`src/rtl/crossing_fsm.sv`:
```
// Level-crossing sequencer: sensor sync, dwell timing, state code to decoder.
// Optional sensor debounce filter enabled with `define DEBOUNCE_EN.
module crossing_fsm #(
    parameter int T_WARN    = 8,
    parameter int T_AMBER   = 8,
    parameter int T_TIMEOUT = 64,
    parameter int T_RAISE   = 4,
    parameter int CNT_W     = 8
`ifdef DEBOUNCE_EN
    ,
    parameter int DEB_CYCLES = 3
`endif
) (
    input  logic       clk,
    input  logic       rst,
    input  logic       s_a,
    input  logic       s_b,
    input  logic       s_c,
    output logic [0:3] present_state,
    output logic       y,
    output logic       dir,
    output logic       fault
);

    typedef enum logic [2:0] {
        IDLE, DETECT, ALERT, CLOSED, OCCUPIED, CLEARED, ABORT
    } state_t;

    localparam logic [CNT_W-1:0] WARN_L  = CNT_W'(T_WARN - 1);
    localparam logic [CNT_W-1:0] AMBER_L = CNT_W'(T_AMBER - 1);
    localparam logic [CNT_W-1:0] TO_L    = CNT_W'(T_TIMEOUT - 1);
    localparam logic [CNT_W-1:0] RAISE_L = CNT_W'(T_RAISE - 1);
    localparam logic [CNT_W-1:0] CNT_MAX = '1;

    state_t           state, next;
    logic [CNT_W-1:0] cnt;
    logic             flag, flag_n;
    logic             dir_n, fault_n;
    logic [3:0]       code_n;
    logic             y_n;
    logic             timed;
    logic [2:0]       meta, sync, sens;
    logic             sa, sb, sc, ex;

    // two-flop synchronizer, bit order {s_a, s_b, s_c}
    always_ff @(posedge clk) begin
        if (rst) begin
            meta <= '0;
            sync <= '0;
        end else begin
            meta <= {s_a, s_b, s_c};
            sync <= meta;
        end
    end

`ifdef DEBOUNCE_EN
    localparam int DW = $clog2(DEB_CYCLES + 1);
    for (genvar i = 0; i < 3; i++) begin : g_deb
        logic          f_q;
        logic [DW-1:0] c_q;
        // filtered level flips after DEB_CYCLES consecutive differing samples
        always_ff @(posedge clk) begin
            if (rst) begin
                f_q <= 1'b0;
                c_q <= '0;
            end else if (sync[i] != f_q) begin
                if (c_q == DW'(DEB_CYCLES - 1)) begin
                    f_q <= ~f_q;
                    c_q <= '0;
                end else begin
                    c_q <= c_q + 1'b1;
                end
            end else begin
                c_q <= '0;
            end
        end
        assign sens[i] = f_q;
    end
`else
    assign sens = sync;
`endif

    assign sa = sens[2];
    assign sb = sens[1];
    assign sc = sens[0];
    assign ex = dir ? sa : sb;

    assign timed = (state == DETECT) || (state == ALERT) ||
                   (state == CLOSED) || (state == CLEARED) ||
                   (state == ABORT);

    // next-state, sticky flags and decoder code for the next state
    always_comb begin
        next    = state;
        dir_n   = dir;
        flag_n  = flag;
        fault_n = fault;
        code_n  = 4'b0000;
        y_n     = 1'b0;
        unique case (state)
            IDLE: begin
                if (sa) begin
                    next  = DETECT;
                    dir_n = 1'b0;
                end else if (sb) begin
                    next  = DETECT;
                    dir_n = 1'b1;
                end else if (sc) begin
                    next  = DETECT;
                    dir_n = 1'b0;
                end
            end
            DETECT:   if (cnt == WARN_L) next = ALERT;
            ALERT:    if (cnt == AMBER_L) next = CLOSED;
            CLOSED: begin
                if (sc) next = OCCUPIED;
                else if (cnt == TO_L) next = ABORT;
            end
            OCCUPIED: begin
                if (flag && !sc) next = CLEARED;
                else if (ex) flag_n = 1'b1;
            end
            CLEARED:  if (cnt == RAISE_L) next = IDLE;
            ABORT:    if (cnt == RAISE_L) next = IDLE;
            default:  next = IDLE;
        endcase
        if (next == OCCUPIED && state != OCCUPIED) flag_n = 1'b0;
        if (next == ABORT && state != ABORT) fault_n = 1'b1;
        unique case (next)
            DETECT:   code_n = 4'b0011;
            ALERT:    code_n = 4'b0100;
            CLOSED:   code_n = 4'b0110;
            OCCUPIED: begin code_n = 4'b0110; y_n = 1'b1; end
            CLEARED:  begin code_n = 4'b1010; y_n = 1'b1; end
            ABORT:    begin code_n = 4'b1011; y_n = 1'b1; end
            default:  code_n = 4'b0000;
        endcase
    end

    // state, dwell counter and registered outputs
    always_ff @(posedge clk) begin
        if (rst) begin
            state         <= IDLE;
            cnt           <= '0;
            flag          <= 1'b0;
            dir           <= 1'b0;
            fault         <= 1'b0;
            present_state <= 4'b0000;
            y             <= 1'b0;
        end else begin
            state         <= next;
            flag          <= flag_n;
            dir           <= dir_n;
            fault         <= fault_n;
            present_state <= code_n;
            y             <= y_n;
            if (next != state) cnt <= '0;
            else if (timed && cnt != CNT_MAX) cnt <= cnt + 1'b1;
        end
    end

endmodule

```
`config.mk`:
```
export PLATFORM = sky130hd
export DESIGN_NAME = crossing_fsm
export DESIGN_NICKNAME = d
export VERILOG_FILES = /design/src/rtl/crossing_fsm.sv
export SDC_FILE = /design/constraint.sdc
export NUM_CORES = 1
export LEC_CHECK = 0
export ABC_AREA = 0
export CORE_MARGIN = 2
export CORE_UTILIZATION = 55
export CTS_CLUSTER_SIZE = 8
export DETAILED_ROUTE_END_ITERATION = 8
export PLACE_DENSITY = 0.88
export SKIP_LAST_GASP = 1
export SYNTH_ARGS = -nofsm -noshare
export SYNTH_HDL_FRONTEND = slang
export SYNTH_SLANG_ARGS = --single-unit
```
`constraint.sdc`:
```
create_clock -name clk -period 3.5 [get_ports clk]
set_input_delay 0.7 -clock clk [delete_from_list [all_inputs] [get_ports clk]]
set_output_delay 0.7 -clock clk [all_outputs]
set_load 0.005 [all_outputs]
```
==> metrics.txt <==
Cells after Synth 137; pre-CTS setup slack 1169 ps; I/O Pins 12; Setup CP Type flop to flop; fin crit period 2358 ps; Clock Pin Slew Worst Setup and Hold Paths 130 ps; Vias per Instance 5.989; Tot GR Track Use between 20% and 30%; Routed Antenna Nets 0; H-tree depth 1; Post-synth EDFFs 0; CTS tree done; cts bufs inserted 3; clk_skew 3.037 ps; synthesized area 1286 um^2; fraction of layout cells with a size suffix above 1 13.61%; Synth Flop Type dfxtp_1; HPWL after DPL 1842 um; Syn Nets 144; Synth area leaders dfxtp_1, nor2_1, xor2_1; # clock sinks 25; CP Data Required Time 3700 ps; Critical path buffers and inverters 0; # Max-Cap Violations 0; Slew Viols, Final 0; Finished Layout Cells 175; CP top delay family simple AND/OR/NAND/NOR gates; GRT overflow 0; hold_buf cts 0; clk buf depth 2; P&R area growth vs syn 9.824%; Post-synth ARST share 0%; crit path DAT 2560 ps; Routed WL 2432 um; DRC Markers 0; CP cell instances ha_1, or4b_4, nor3_4, nand3_1, a22oi_1, nor2_1; WL per Instance 13.90 um; Starting Density 58.14%; Slew @ Worst Pin 667.6 ps; DRT Pass-1 Iters 4; pwr dens 465.9 nW/um^2; post-synthesis adder-cell area fraction under 10%; Multi-input gate area 718.2 um^2; pin count of the biggest net entering global routing 18; Min-Delay Path Class flop to flop; f_max 424.2 MHz; syn avg cell area around 9.4 um^2; commonest cells in the netlist dfxtp_1, nor2_1, a21oi_1; n_diodes 0; # rows 17; post-synthesis compound-gate area fraction 18.77%; Final Hold Fails 0; Core ar. roughly 2200 um^2; main combinational cell family by area after synthesis simple AND/OR/NAND/NOR gates; Post-CTS Setup Bufs 0; Final period util between 60% and 70%; Seq pwr share 52.4%; Pint roughly 440 uW; clk_lat worst skew around 330 ps; Startpoint Class flop; Setup TNS Final 0 ps; CP endpoint kind flop; mux contribution to synthesized area 2.529%; synth warn 0; via count 1,048; FILL cells 181; initial antenna violation count 0; root buffer cell clkbuf_4; Largest stage delay, worst path just under 600 ps; Leak Pwr between 0.0004 and 0.0005 uW; port buffer count 11; Netlist cell types 54; worst vdd ir 0.3386 mV; Seq/Total Area, Yosys roughly 40%; XOR/XNOR Fraction of Synth Area 4.767%; Logic pwr share between 20% and 30%; switching power share of the total 33.24%; first-pass GRT wire length 4202 um; flops & latches, synth 25; Final GP Congestion 0.9156; area leader, netlist dfxtp_1; endpoints failing setup 0; first-iteration detailed-routing DRC count 22; Reg area approximately 500 um^2; clock share of power 19.9%; nets@finish roughly 160; die area 2742 um^2; number of global-route vias before repair roughly 1,000; critical path fanouts, max 8; width of the die 52.36 um; Slew headroom 55.49%; Yosys top cell area share between 30 and 40%; post-route setup slack 1142 ps; Final Util 63.86%; dominant cell by count in the synthesized netlist dfxtp_1; outcome finished clean; slowest cell on the critical path a22oi_1; Post-CTS Resized 0; Psw 218.8 uW; Die Ht 52.36 um; simple-gate share of the synthesized area 27.82%; unrepaired setup endpoints after global routing false; Cells after DPL roughly 170
through the flow:
step	hold slack (ps)	power (uW)	instance area, um^2
global route	481.6	698.2	1413
detailed placement	431.0	532.4	1383
global placement	421.3	522.8	1383
finish	460.2	658.2	1413
floorplan	413.8	489.6	1286
CTS	464.7	664.9	1413
power groups by stage:
stage	logic [uW]	registers (uW)	clock network [uW]
after floorplan	156	334	0
after global placement	175	348	0
after detailed placement	182	351	0
after CTS	183	344	138
after global routing	200	351	147
final	182	345	131
final cells by class:
type | count | share of cell area [%]
clock inverters | 1 | 0.5314
well taps | 28 | 2.480
multi-input cells | 103 | 50.84
repair buffers | 12 | 8.326
flip-flops and latches | 25 | 35.43
inverters | 3 | 0.7972
clock buffers | 3 | 1.594
worst reg2reg max path, stage by stage (launching register included):
cell and delay (ps):
dfxtp_1 480, ha_1 200, or4b_4 480, nor3_4 250, nand3_1 120, a22oi_1 580
nor2_1 130
logic make-up after synthesis:
logic type | Yosys count
buf+inv | 9
compound gates | 30
fa+ha+maj | 2
flops | 25
simple gates | 61
xor+xnor | 7
mux | 3
sequential cells by signal (all words and copies together) (netlist names):
| register | flops |
|---|---|
| sens | 3 |
| meta | 3 |
| y | 1 |
| cnt | 8 |
| present_state | 4 |
| dir | 1 |
| state | 3 |
| fault | 1 |
| flag | 1 |
path summary, 6_finish.rpt:
| path | startpoint | endpoint | slack, ps | cells past startpoint |
|---|---|---|---|---|
| setup / recovery | cnt[0]$_SDFFE_PP0P_ | cnt[0]$_SDFFE_PP0P_ | 1140 | 6 |
| hold / removal | meta[0]$_SDFF_PP0_ | sens[0]$_SDFF_PP0_ | 460 | 1 |
| setup reg to reg | cnt[0]$_SDFFE_PP0P_ | cnt[0]$_SDFFE_PP0P_ | 1140 | 6 |
| hold reg to reg | meta[0]$_SDFF_PP0_ | sens[0]$_SDFF_PP0_ | 460 | 1 |
cells in the final DEF (no fill, tap or decap), types with 2 or more instances in the layout:
cell             count
xnor2_1              2
nand4_1              4
dfxtp_1             25
clkdlybuf4s50_1     11
and2b_2              2
ha_1                 2
clkbuf_4             3
inv_1                3
and2_2               2
o21ai_0              3
nor2b_1              6
nor3_1               4
mux2_2               2
xor2_1               5
and3_1               2
a21oi_1              8
a31oi_1              2
nand2_1              5
nor2_1              17
or3_1                3
nand3_1              4
routing by layer:
layer	part of all wire, %	GRT usage (%)
met4	2.4	12.82
met2	49	33.13
met5	0	0
met3	3.8	2.857
met1	44	25.99
Power figures use the tool's default switching activity.
